===== src/rtl/ascon_req_arbiter.sv =====
// ascon_req_arbiter
//   Shares one ascon AEAD core between NumReq requesters. The core is granted
//   round-robin for one complete job at a time (start through tag). The winner's
//   key/nonce/sizes are latched when it wins. The core's FIFO handshakes are
//   routed to the winner only. The tag comes back on tag_o with a one-cycle
//   done pulse on the winner's done_o bit.
//
// Ports
//   clk_i, rst_n_i               clock, async active-low reset
//   req_i / gnt_o / done_o       per-requester request level, one-hot grant, done pulse
//   tag_o                        tag of the last finished job (held)
//   key_i, nonce_i, *_size_i     per-requester config, slice i = [i*W +: W]
//   core_*_o (cfg), core_start_o latched config and start pulse to the core
//   core_ready_i, core_tag_*_i   core status and tag
//   ad_/pt_ data/empty/pop/flush per-requester input FIFOs <-> core-facing side
//   ct_full/push/flush           per-requester CT FIFO <-> core-facing side
//   dbg_state_o                  current FSM state (IDLE=0 LAUNCH=1 BUSY=2 DRAIN=3)
//
// Handshake semantics: core_start_o is asserted in LAUNCH only while
// core_ready_i is high, and the FSM leaves LAUNCH on that same edge. The start
// pulse is therefore exactly one cycle wide. core_tag_valid_i is a level. The
// tag is captured on its first high cycle in BUSY. The grant is held until the
// level drops and the winner has withdrawn its request.
module ascon_req_arbiter #(
  parameter int NumReq        = 2,
  parameter int DataAddrWidth = 7
) (
  input  logic                            clk_i,
  input  logic                            rst_n_i,
  input  logic [NumReq-1:0]               req_i,
  output logic [NumReq-1:0]               gnt_o,
  output logic [NumReq-1:0]               done_o,
  output logic [127:0]                    tag_o,
  input  logic [NumReq*128-1:0]           key_i,
  input  logic [NumReq*128-1:0]           nonce_i,
  input  logic [NumReq*DataAddrWidth-1:0] ad_size_i,
  input  logic [NumReq*DataAddrWidth-1:0] pt_size_i,
  output logic [127:0]                    core_key_o,
  output logic [127:0]                    core_nonce_o,
  output logic [DataAddrWidth-1:0]        core_ad_size_o,
  output logic [DataAddrWidth-1:0]        core_pt_size_o,
  output logic                            core_start_o,
  input  logic                            core_ready_i,
  input  logic                            core_tag_valid_i,
  input  logic [127:0]                    core_tag_i,
  input  logic [NumReq*64-1:0]            ad_data_i,
  input  logic [NumReq*64-1:0]            pt_data_i,
  input  logic [NumReq-1:0]               ad_empty_i,
  input  logic [NumReq-1:0]               pt_empty_i,
  output logic [NumReq-1:0]               ad_pop_o,
  output logic [NumReq-1:0]               pt_pop_o,
  output logic [NumReq-1:0]               ad_flush_o,
  output logic [NumReq-1:0]               pt_flush_o,
  output logic [63:0]                     core_ad_data_o,
  output logic [63:0]                     core_pt_data_o,
  output logic                            core_ad_empty_o,
  output logic                            core_pt_empty_o,
  input  logic                            core_ad_pop_i,
  input  logic                            core_pt_pop_i,
  input  logic                            core_ad_flush_i,
  input  logic                            core_pt_flush_i,
  input  logic [NumReq-1:0]               ct_full_i,
  output logic [NumReq-1:0]               ct_push_o,
  output logic [NumReq-1:0]               ct_flush_o,
  output logic                            core_ct_full_o,
  input  logic                            core_ct_push_i,
  input  logic                            core_ct_flush_i,
  output logic [1:0]                      dbg_state_o
);

  localparam int IdxW = $clog2(NumReq);

  typedef enum logic [1:0] {
    IDLE   = 2'd0,
    LAUNCH = 2'd1,
    BUSY   = 2'd2,
    DRAIN  = 2'd3
  } state_t;

  state_t                   state_q, state_d;
  logic [IdxW-1:0]          ptr_q, g_q, win;
  logic [NumReq-1:0]        gnt_q, done_q, win_oh;
  logic [127:0]             tag_q, key_q, nonce_q;
  logic [DataAddrWidth-1:0] ad_size_q, pt_size_q;
  logic                     release_job, gnt_any;
  logic [IdxW-1:0]          next_ptr;

  // Round-robin pick. Scanning from the far end down to ptr means the last
  // hit is the one closest to ptr, which is the winner.
  always_comb begin
    win = ptr_q;
    for (int k = NumReq - 1; k >= 0; k--) begin
      int idx;
      idx = int'(ptr_q) + k;
      if (idx >= NumReq) idx = idx - NumReq;
      if (req_i[idx]) win = IdxW'(idx);
    end
  end

  always_comb begin
    win_oh      = '0;
    win_oh[win] = 1'b1;
  end

  assign release_job = !req_i[g_q] && !core_tag_valid_i;
  assign next_ptr    = (g_q == IdxW'(NumReq - 1)) ? '0 : g_q + 1'b1;

  // State register
  always_ff @(posedge clk_i or negedge rst_n_i) begin
    if (!rst_n_i) state_q <= IDLE;
    else          state_q <= state_d;
  end

  // Next-state logic
  always_comb begin
    state_d = state_q;
    case (state_q)
      IDLE:    if (|req_i)           state_d = LAUNCH;
      LAUNCH:  if (core_ready_i)     state_d = BUSY;
      BUSY:    if (core_tag_valid_i) state_d = DRAIN;
      DRAIN:   if (release_job)      state_d = IDLE;
      default:                       state_d = IDLE;
    endcase
  end

  // Grant, pointer, latched config and tag
  always_ff @(posedge clk_i or negedge rst_n_i) begin
    if (!rst_n_i) begin
      ptr_q     <= '0;
      g_q       <= '0;
      gnt_q     <= '0;
      done_q    <= '0;
      tag_q     <= '0;
      key_q     <= '0;
      nonce_q   <= '0;
      ad_size_q <= '0;
      pt_size_q <= '0;
    end else begin
      done_q <= '0;
      case (state_q)
        IDLE: if (|req_i) begin
          g_q       <= win;
          gnt_q     <= win_oh;
          key_q     <= key_i[win*128 +: 128];
          nonce_q   <= nonce_i[win*128 +: 128];
          ad_size_q <= ad_size_i[win*DataAddrWidth +: DataAddrWidth];
          pt_size_q <= pt_size_i[win*DataAddrWidth +: DataAddrWidth];
        end
        BUSY: if (core_tag_valid_i) begin
          tag_q       <= core_tag_i;
          done_q[g_q] <= 1'b1;
        end
        DRAIN: if (release_job) begin
          gnt_q <= '0;
          ptr_q <= next_ptr;
        end
        default: ;
      endcase
    end
  end

  // Outputs and routing. gnt_q is one-hot on g_q whenever it is non-zero,
  // so masking the core controls with it steers them to the winner only.
  always_comb begin
    gnt_any         = |gnt_q;
    core_start_o    = (state_q == LAUNCH) && core_ready_i;
    core_ad_data_o  = gnt_any ? ad_data_i[g_q*64 +: 64] : '0;
    core_pt_data_o  = gnt_any ? pt_data_i[g_q*64 +: 64] : '0;
    core_ad_empty_o = gnt_any ? ad_empty_i[g_q] : 1'b1;
    core_pt_empty_o = gnt_any ? pt_empty_i[g_q] : 1'b1;
    core_ct_full_o  = gnt_any ? ct_full_i[g_q]  : 1'b1;
    ad_pop_o        = gnt_q & {NumReq{core_ad_pop_i}};
    pt_pop_o        = gnt_q & {NumReq{core_pt_pop_i}};
    ad_flush_o      = gnt_q & {NumReq{core_ad_flush_i}};
    pt_flush_o      = gnt_q & {NumReq{core_pt_flush_i}};
    ct_push_o       = gnt_q & {NumReq{core_ct_push_i}};
    ct_flush_o      = gnt_q & {NumReq{core_ct_flush_i}};
  end

  assign gnt_o          = gnt_q;
  assign done_o         = done_q;
  assign tag_o          = tag_q;
  assign core_key_o     = key_q;
  assign core_nonce_o   = nonce_q;
  assign core_ad_size_o = ad_size_q;
  assign core_pt_size_o = pt_size_q;
  assign dbg_state_o    = state_q;

endmodule


===== config.mk =====
export PLATFORM = sky130hd
export DESIGN_NAME = ascon_req_arbiter
export DESIGN_NICKNAME = d
export VERILOG_FILES = /design/src/rtl/ascon_req_arbiter.sv
export SDC_FILE = /design/constraint.sdc
export NUM_CORES = 1
export LEC_CHECK = 0
export CAP_MARGIN = 20
export CORE_AREA = 2 2 576 578
export CTS_CLUSTER_DIAMETER = 100
export CTS_CLUSTER_SIZE = 24
export DETAILED_ROUTE_END_ITERATION = 10
export DIE_AREA = 0 0 578 580
export PLACE_DENSITY = 0.3
export SLEW_MARGIN = 0
export SYNTH_ARGS = -nofsm -noshare
export SYNTH_HDL_FRONTEND = slang
export SYNTH_SLANG_ARGS = --single-unit
export TNS_END_PERCENT = 10

===== constraint.sdc =====
create_clock -name clk_i -period 1.8 [get_ports clk_i]
set_input_delay 0.54 -clock clk_i [delete_from_list [all_inputs] [get_ports clk_i]]
set_output_delay 0.54 -clock clk_i [all_outputs]
set_load 0.02 [all_outputs]

==> results of run 1 <==
-- area by class of cell --
type / instances / area [µm²] / share of cell area [%]
Multi-Input combinational cell: 1249 / 9387 / 20.76
Inverter: 4 / 15.01 / 0.03321
Tap cell: 4366 / 5463 / 12.08
Clock buffer: 45 / 1062 / 2.350
Timing Repair Buffer: 1709 / 18510 / 40.95
Sequential cell: 406 / 10170 / 22.50
Clock inverter: 33 / 504.2 / 1.115
Antenna cell: 35 / 87.58 / 0.1937
-- placed cells by master, fill, tap and decap left out, drive strengths merged, types with 35 or more instances in the layout --
cell,synthesis,layout
o21ai,277,277
clkdlybuf4s50,0,1207
clkbuf,68,57
mux2,132,132
nor2,136,136
nand2,273,273
diode,0,35
buf,67,466
mux2i,402,402
dfrtp,406,406
-- power groups by stage --
stage / Clock [µW] / Combinational, µW / Sequential, µW
floorplan: 0 / 12800 / 21300
global placement: 0 / 46300 / 17000
detailed placement: 0 / 46200 / 17100
CTS: 11200 / 47600 / 17000
global route: 11400 / 50500 / 17600
finish: 10400 / 47500 / 17000
-- per-stage QoR --
stage / total power (µW) / area (µm²)
after global routing: 79500 / 45140
after global placement: 63320 / 42440
after detailed placement: 63290 / 42440
final: 74980 / 45210
after floorplan: 34140 / 19580
after CTS: 75820 / 44610
-- sequential cells by signal (all words and copies together), names as in the netlist --
register and cells:
core_ad_size_o 7, core_key_o 128, core_nonce_o 128, core_pt_size_o 7, dbg_state_o 2, done_o 2, g_q 1, gnt_o 2
ptr_q 1, tag_o 128
-- timing repair --
action                                  4_1_cts  5_1_grt
cloned                                        4        8
endpoints found under the setup margin      553      631
hold buffers                                  1        0
gates resized for setup                     321      334
buffers inserted                              8       16
hold endpoints to repair                     72        0
pin swaps                                     4       11
-- final timing paths --
kind / to / depth (start not counted)
max reg2reg: dbg_state_o[1] / 6
min: tag_o[112] / 2
max: core_pt_data_o[1] / 6
min in group clk_i: tag_o[37] / 2
max in group asynchronous: core_key_o[122] / 4
min reg2reg: core_key_o[65] / 2
-- routing by layer --
| layer | vias up | global-route usage [%] | part of all wire [%] |
|---|---|---|---|
| li1 | 9480 | - | - |
| met1 | 9720 | 11.01 | 35 |
| met2 | 1129 | 19.56 | 49 |
| met3 | 339 | 6.587 | 13 |
| met4 | 122 | 2.416 | 2.8 |
| met5 | - | 0 | 0.41 |
-- cells by family (layout without fill, tap and decap cells) --
group,after synthesis,in the layout,share of synthesized area [%]
other cells,0,35,0
fa+ha+maj,5,5,0.3157
compound gates,282,282,7.320
simple gates,428,428,8.524
flops,406,406,52.32
buf+inv,139,1791,3.144
mux,534,534,28.38
-- critical path: cells and delay by family, from the launching register on --
kind / cells / cell delay (ns)
flip-flops: 1 / 0.54
multiplexers: 1 / 0.16
AND/OR/NAND/NOR: 1 / 0.19
buffers and inverters: 4 / 0.66
==> flow_summary.yaml, run 1 <==
clocking:
  path_clk_slew_ns: 0.08
  root_buffer: "clkbuf_16"
  clock_path_buffers: 3
  htreeDepth: 2
  cts_buffers: 42
  insertion_delay_ns: 0.72
  cts_sinks: 406
  cts_tree: "yes"
timing:
  maxSlewHeadroom_pct: 69.68
  min_period_ns: 2.797
  final.period_utilization_pct: 155.4
  whs_ns: 0.3091
  max_freq_mhz: 357.6
  drv_slew: 0
  rsz0062_at_grt: "true"
  setup_viol: 529
  skew_ns: 0.07094
  setup_ws_ns: -0.9968
  finalHoldViolations: 0
  worst_pin_slew_ns: 0.4548
  finalSetupTns_ns: -230.64
die:
  dieArea_um2: 335200
  die_w_um: 578
  io_pins: 1490
  coreArea_um2: 329200
  die_height_um: 580
  rows: 211
  start_util_pct: 5.899
place:
  port_buffers: 1489
  hpwl_um: 171000
  gp_congestion: 0.8434
  place_ws_ns: -0.9527
  placed_cells: 7699
power:
  pwr-share-seq_pct: 22.7
  p_switching_uw: 33490
  combPwrFrac_pct: 63.4
  p_clk_share_pct: 13.9
  ir_drop_v: 0.0007392
  leakage_uw: 0.01872
  power_density_nw_per_um2: 1659
  swShare_pct: 44.66
  p_int_uw: 41500
synth:
  synthFlopType: "dfrtp_1"
  ys_warn_count: 0
  synth_cell_types: 25
  syn_area_um2: 19420
  ys_ff_latch: 406
  avgSynthCellArea_um2: 10.82
  synthesis.nets: 2740
  ys_async_sr_fraction_pct: 100.0
  netlist_instances: 1794
  synth_top_area_share_pct: 52.32
  seq_area_frac_synth_pct: 52.32
  yosys-top-cells-count: "dfrtp_1, mux2i_1, nand2_1"
  synth_top_area_cell: "dfrtp_1"
  synth_most_common_cell: "dfrtp_1"
  synth_edf_count: 0
  synthTopCellsByArea: "dfrtp_1, mux2i_1, mux2_2"
drt:
  first_pass_iters: 4
  wl_per_cell_um: 24.65
  num_vias: 20790
  drt_iter0_markers: 693
  via_per_inst: 2.649
  drt_wl_total_um: 193500
  drc_errors: 0
  final_antenna_net_count: 0
worst_setup_path:
  slowest_stage: "dfrtp_4"
  r2r-start: "g_q"
  worstPathCellList: "buf_12, buf_12, buf_4, mux2i_2, nor2_2, buf_12"
  crit_start: "g_q"
  worstPathRequired_ns: 1.26
  worst-path-max-fanout: 18
  critPathCaptureType: "output pin"
  critical-path-max-stage-delay_ns: 0.54
  path_class: "flop to output pin"
  reg2reg_setup_slack_ns: -0.20
  start_kind: "flop"
  cpMostUsedCell: "buf_12"
  arrival_ns: 2.26
layout:
  area_delta_synth_final_pct: 132.8
  fin_util_pct: 13.73
  drive_above_1_share_pct: 24.03
  nFillCells: 37150
  final_cells: 7847
  nNetsFinal: 4358
grt:
  grt_pass1_vias: 21820
  overflow: 0
  track_usage_pct: 11.07
  antenna_found_initial: 168
  grt_first_pass_wirelength_um: 240200
  grt_max_degree: 68
run:
  drv_cap: 0
outcome:
  violations: "negative setup slack"
  outcome: "finished, violations left"
worst_hold_path:
  hp-class: "input port to async pin"
No activity file was read; power rests on OpenSTA's default activity.
==> run 2: changes to the inputs <==
--- a/config.mk
+++ b/config.mk
@@ -12,7 +12,6 @@
 export DETAILED_ROUTE_END_ITERATION = 10
 export DIE_AREA = 0 0 578 580
 export PLACE_DENSITY = 0.3
-export SLEW_MARGIN = 0
 export SYNTH_ARGS = -nofsm -noshare
 export SYNTH_HDL_FRONTEND = slang
 export SYNTH_SLANG_ARGS = --single-unit
==> results of run 2 <==
No change in the layout: final DEF, timing and power equal those of run 1.
